===== src/rtl/reg_bus_arbiter.sv =====
// Round-robin arbiter that serialises NumReq register masters onto one downstream port.
// Optional downstream-ready watchdog: define REG_BUS_ARBITER_TIMEOUT_EN.
module reg_bus_arbiter #(
  parameter int NumReq        = 2,
  parameter int AddrWidth     = 32,
  parameter int DataWidth     = 32,
  parameter int TimeoutCycles = 1024
) (
  input  logic                            clk_i,
  input  logic                            rst_i,
  input  logic [NumReq-1:0]               req_valid_i,
  input  logic [NumReq-1:0]               req_write_i,
  input  logic [NumReq*AddrWidth-1:0]     req_addr_i,
  input  logic [NumReq*DataWidth-1:0]     req_wdata_i,
  input  logic [NumReq*DataWidth/8-1:0]   req_wstrb_i,
  output logic [NumReq-1:0]               req_ready_o,
  output logic [DataWidth-1:0]            rsp_rdata_o,
  output logic                            rsp_error_o,
  output logic                            dn_valid_o,
  output logic                            dn_write_o,
  output logic [AddrWidth-1:0]            dn_addr_o,
  output logic [DataWidth-1:0]            dn_wdata_o,
  output logic [DataWidth/8-1:0]          dn_wstrb_o,
  input  logic                            dn_ready_i,
  input  logic [DataWidth-1:0]            dn_rdata_i,
  input  logic                            dn_error_i,
  output logic                            busy_o,
  output logic [$clog2(NumReq)-1:0]       grant_idx_o,
  output logic                            timeout_o
);

  localparam int IdxWidth  = $clog2(NumReq);
  localparam int StrbWidth = DataWidth / 8;

  if (NumReq < 2 || NumReq > 8 || (DataWidth % 8) != 0 || TimeoutCycles < 2) begin : g_param_check
    $error("reg_bus_arbiter: illegal parameter combination");
  end

  typedef enum logic {IDLE, BUSY} state_t;

  state_t                state;
  logic [IdxWidth-1:0]   rr_ptr;
  logic [IdxWidth-1:0]   grant_idx;
  logic [IdxWidth-1:0]   pick_idx;
  logic [IdxWidth-1:0]   cand_idx;
  logic [IdxWidth-1:0]   ptr_next;
  logic                  pick_found;
  int                    cand;
  logic                  lat_write;
  logic [AddrWidth-1:0]  lat_addr;
  logic [DataWidth-1:0]  lat_wdata;
  logic [StrbWidth-1:0]  lat_wstrb;
  logic                  complete;
  logic                  timeout_hit;
  logic                  done;

  logic [AddrWidth-1:0]  addr_arr  [NumReq];
  logic [DataWidth-1:0]  wdata_arr [NumReq];
  logic [StrbWidth-1:0]  wstrb_arr [NumReq];

  for (genvar gi = 0; gi < NumReq; gi++) begin : g_req
    assign addr_arr[gi]    = req_addr_i[gi*AddrWidth +: AddrWidth];
    assign wdata_arr[gi]   = req_wdata_i[gi*DataWidth +: DataWidth];
    assign wstrb_arr[gi]   = req_wstrb_i[gi*StrbWidth +: StrbWidth];
    assign req_ready_o[gi] = done && (grant_idx == IdxWidth'(gi));
  end

  // Scan from the highest offset down so the valid requester nearest rr_ptr wins.
  always_comb begin
    pick_found = 1'b0;
    pick_idx   = '0;
    cand       = 0;
    cand_idx   = '0;
    for (int off = NumReq - 1; off >= 0; off--) begin
      cand = int'(rr_ptr) + off;
      if (cand >= NumReq) cand = cand - NumReq;
      cand_idx = IdxWidth'(cand);
      if (req_valid_i[cand_idx]) begin
        pick_found = 1'b1;
        pick_idx   = cand_idx;
      end
    end
  end

  assign ptr_next = (grant_idx == IdxWidth'(NumReq - 1)) ? '0 : grant_idx + 1'b1;

  // A reset edge drops any in-flight response, so completions are masked by rst_i.
  assign complete = (state == BUSY) && dn_ready_i && !rst_i;

`ifdef REG_BUS_ARBITER_TIMEOUT_EN
  localparam int CntWidth = $clog2(TimeoutCycles);

  logic [CntWidth-1:0] wd_cnt;

  assign timeout_hit = (state == BUSY) && !dn_ready_i && !rst_i &&
                       (wd_cnt == CntWidth'(TimeoutCycles - 1));

  always_ff @(posedge clk_i) begin
    if (rst_i || state == IDLE) begin
      wd_cnt <= '0;
    end else if (!dn_ready_i && !timeout_hit) begin
      wd_cnt <= wd_cnt + 1'b1;
    end
  end
`else
  assign timeout_hit = 1'b0;
`endif

  assign done        = complete || timeout_hit;
  assign rsp_rdata_o = complete ? dn_rdata_i : '0;
  assign rsp_error_o = complete ? dn_error_i : timeout_hit;
  assign timeout_o   = timeout_hit;

  assign dn_valid_o  = (state == BUSY);
  assign busy_o      = (state == BUSY);
  assign grant_idx_o = grant_idx;
  assign dn_write_o  = lat_write;
  assign dn_addr_o   = lat_addr;
  assign dn_wdata_o  = lat_wdata;
  assign dn_wstrb_o  = lat_wstrb;

  always_ff @(posedge clk_i) begin
    if (rst_i) begin
      state     <= IDLE;
      rr_ptr    <= '0;
      grant_idx <= '0;
      lat_write <= 1'b0;
      lat_addr  <= '0;
      lat_wdata <= '0;
      lat_wstrb <= '0;
    end else begin
      case (state)
        IDLE: begin
          if (pick_found) begin
            state     <= BUSY;
            grant_idx <= pick_idx;
            lat_write <= req_write_i[pick_idx];
            lat_addr  <= addr_arr[pick_idx];
            lat_wdata <= wdata_arr[pick_idx];
            lat_wstrb <= wstrb_arr[pick_idx];
          end
        end
        BUSY: begin
          if (done) begin
            state  <= IDLE;
            rr_ptr <= ptr_next;
          end
        end
        default: state <= IDLE;
      endcase
    end
  end

endmodule

===== config.mk =====
export PLATFORM = sky130hd
export DESIGN_NAME = reg_bus_arbiter
export DESIGN_NICKNAME = d
export VERILOG_FILES = /design/src/rtl/reg_bus_arbiter.sv
export SDC_FILE = /design/constraint.sdc
export NUM_CORES = 1
export LEC_CHECK = 0
export BUFFER_PORTS_ARGS = -buffer_cell sky130_fd_sc_hd__buf_4
export CAP_MARGIN = 10
export CORE_UTILIZATION = 30
export CTS_CLUSTER_DIAMETER = 120
export DETAILED_ROUTE_END_ITERATION = 8
export PLACE_DENSITY = 0.62
export RECOVER_POWER = 25
export SLEW_MARGIN = 20
export SYNTH_ARGS = -nofsm -noshare
export SYNTH_HDL_FRONTEND = slang
export SYNTH_SLANG_ARGS = --single-unit

===== constraint.sdc =====
create_clock -name clk_i -period 1.4 [get_ports clk_i]
set_input_delay 0.14 -clock clk_i [delete_from_list [all_inputs] [get_ports clk_i]]
set_output_delay 0.14 -clock clk_i [all_outputs]
set_load 0.01 [all_outputs]

==> summary.md <==
| Metric | Value |
|---|---|
| H-tree levels | 3 |
| I/O Buffers | approximately 280 |
| Share of layout cells above drive strength 1 | 0.5708 |
| Failing checks | negative setup slack |
| Worst Reg-to-Reg Cells | 6 |
| Placed cell area | 6180 um2 |
| Die Footprint | between 10,000 and 15,000 um2 |
| Filler cells | between 1k and 1.5k |
| Crit path to | rsp_rdata_o[19] |
| Status | finished with violations |
| Remaining DRCs | 0 |
| CTS tree | built |
| Synth area leader | dfxtp_1 |
| TritonCTS Buffers | 9 |
| Max Freq | 680.2 MHz |
| Area Growth Syn to Fin | 79.41% |
| Logic pwr share | 0.316 |
| CP max FO | 8 |
| Initial antenna violation count | 0 |
| Total track usage | 0.2178 |
| Proportion of synthesized chip area in sequential cells | 0.3655 |
| Synthesized area per cell | slightly below 9 um2 |
| Row count | 41 |
| Core Area | 12,720 um2 |
| First-pass GRT wire length | around 23,000 um |
| Sequential Power Share | 0.350 |
| NumNets Final | between 900 and 1k |
| WP data required | 1.26 ns |
| Crit. End Element | output port |
| Final wirelength | 17,210 um |
| Worst Setup SP | busy_o$_SDFF_PP0_ |
| Startpoint Class | flop |
| Routability Congestion | roughly 0.83 |
| Post-Synthesis Cell Area | around 4000 um2 |
| Setup Viol. Count Final | 65 |
| Post-synth cell types | 24 |
| Yosys warning count | 0 |
| Number of global-route vias before repair | 4,518 |
| Worst setup margin | -0.07013 ns |
| Final min period | 1.470 ns |
| Max-slew violations | 0 |
| Sw frac | 0.2934 |
| Cells after Synth | 455 |
| Hold Violations, Final | 0 |
| Clk sinks | 72 |
| Yosys top cell area share | 0.3655 |
| Vias/cell | between 5 and 6 |
| Final period util | 1.050 |
| VDD IR-drop max | between 0.0004 and 0.0005 V |
| R2R setup slack | -0.06 ns |
| RSZ-0062 raised after global routing | yes |
| #FFs+latches synth | 72 |
| HPWL after detailed placement | 11,000 um |
| Die Height | 116.7 um |
| Pre-CTS WS | roughly 0.039 ns |
| I/O pin cnt | approximately 280 |
| Pin count of the biggest net entering global routing | 75 |
| Synth area leaders | dfxtp_1, a311oi_2, nand3_1 |
| Die Width | ~120 um |
| Syn Nets | ~630 |
| Initial DRT Pass Iterations | 4 |
| Clock transition at path regs | 0.06 ns |
| Switching pwr | 0.001996 W |
| Initial drt markers | between 200 and 250 |
| WHS Path Cells | 2 |
| Critical R2R Launch | busy_o$_SDFF_PP0_ |
| Vias after detailed routing | 4,777 |
| Design area | just over 7000 um2 |
| Critical path data arrival time | roughly 1.3 ns |
| ANT cells | 0 |
| Lkg Pwr | slightly above 3 nW |
| Worst-skew pair later-pin latency | about 0.33 ns |
| Grt total ovfl | 0 |
| Clk root buf | clkbuf_16 |
| Internal power | roughly 0.0048 W |
| Clk buf depth | 2 |
| Avg WL per Cell | roughly 19 um |
| Worst R2R End | dn_wstrb_o[3]$_SDFFE_PP0P_ |
| Initial core utilization | 0.3100 |
| Worst Hold Class | in -> reg |
| Clock Skews | about 0.0049 ns |
| MaxCap Viol Count | 0 |
| Number of routed nets with antenna violations | 0 |
| Clock power share | 0.334 |
| Setup Crit Path Kind | reg -> out |
| Pwr Density | 961.4 nW/um2 |
-- worst min-delay path by stage --
stage / start / endpoint / slack, ns
final: dn_ready_i / busy_o$_SDFF_PP0_ / 0.02
after global routing: dn_ready_i / busy_o$_SDFF_PP0_ / 0.02
after CTS: dn_ready_i / busy_o$_SDFF_PP0_ / 0.006
after detailed placement: dn_ready_i / busy_o$_SDFF_PP0_ / 0.35
after global placement: dn_ready_i / busy_o$_SDFF_PP0_ / 0.34
after floorplan: dn_ready_i / busy_o$_SDFF_PP0_ / 0.24
-- cell usage in the layout (no fill, tap or decap), types with 2 or more instances in the layout --
cell,instances
a311oi_1,19
a311oi_2,50
and2_4,33
buf_12,8
buf_16,2
buf_4,236
buf_6,44
buf_8,5
clkbuf_1,22
clkbuf_16,16
dfxtp_1,71
nand3_1,69
nor2_1,58
nor2_2,12
nor3_1,2
o21ai_0,69
-- flip-flops by register name (all words and copies together), names as in the netlist --
signal       cells
dn_addr_o       32
dn_wstrb_o       4
dn_write_o       1
grant_idx_o      1
rr_ptr           1
busy_o           1
dn_wdata_o      32
-- logic make-up (layout without fill, tap and decap cells) --
kind of cell	count (synthesis)	in the layout	synth area share
compound gates	141	141	0.3284
buf+inv	60	339	0.08470
flops	72	72	0.3655
mux	1	1	0.002538
other cells	1	1	0.0009509
simple gates	180	180	0.2180
-- final cells by class --
cell class / count / area, um2 / share of cell area
repair buffers: 322 / 2808 / 0.3968
multi-input cells: 323 / 2311 / 0.3266
flip-flops and latches: 72 / 1445 / 0.2042
clock buffers: 12 / 246.5 / 0.03484
well taps: 172 / 215.2 / 0.03042
clock inverters: 3 / 42.54 / 0.006012
inverters: 2 / 7.507 / 0.001061
-- power groups by stage --
| stage | registers, W | clock network [W] | logic [W] |
|---|---|---|---|
| after detailed placement | 0.00242 | 0 | 0.00186 |
| final | 0.00238 | 0.00227 | 0.00215 |
| after floorplan | 0.00250 | 0 | 0.000849 |
| after global placement | 0.00241 | 0 | 0.00183 |
| after global routing | 0.00241 | 0.00238 | 0.00230 |
| after CTS | 0.00238 | 0.00231 | 0.00192 |
-- worst max-delay path, cell delays in order, from the launching register on --
cell     delay [ns]
dfxtp_4        0.35
nand2_4        0.05
nor2_4         0.19
buf_6          0.17
and2_4         0.14
buf_6          0.10
-- metrics by stage --
stage | util | setup TNS, ns | cells | hold WS [ns] | total power [W]
2_1_floorplan | - | 0 | 455 | 0.2396 | 0.003350
3_3_place_gp | 0.4857 | 0 | 868 | 0.3398 | 0.004238
3_5_place_dp | 0.4857 | 0 | 868 | 0.3472 | 0.004273
4_1_cts | 0.5291 | -6.364 | 888 | 0.005537 | 0.006602
5_1_grt | 0.5562 | -6.668 | 906 | 0.01944 | 0.007089
6_report | 0.5562 | -2.535 | 906 | 0.01599 | 0.006803
-- per-layer routing --
| layer | vias to the layer above | track usage | share of wire |
|---|---|---|---|
| met3 | 40 | 0.06020 | 0.072 |
| met4 | 0 | 0.1131 | 0.040 |
| met5 | - | 0 | 0 |
| met1 | 2287 | 0.2385 | 0.37 |
| met2 | 224 | 0.3838 | 0.51 |
| li1 | 2226 | - | - |
-- what timing repair did --
action	CTS	global route
hold buffers	0	0
pin swaps	33	48
resized for setup	74	39
setup endpoints to repair	33	101
gates cloned	3	12
setup buffers	2	6
-- cell usage after synthesis --
cell	count
dfxtp_1	72
nor2_1	71
nand3_1	69
o21ai_0	69
a311oi_2	50
and2_1	33
clkbuf_1	29
a311oi_1	19
buf_2	11
buf_4	9
buf_6	8
nor3_1	3
a211oi_1	1
and2b_4	1
clkbuf_2	1
conb_1	1
inv_1	1
inv_2	1
mux2i_1	1
nand2_1	1
nand2b_1	1
nor2b_1	1
o21ba_4	1
o32ai_1	1
(Power assumes the default switching activity.)
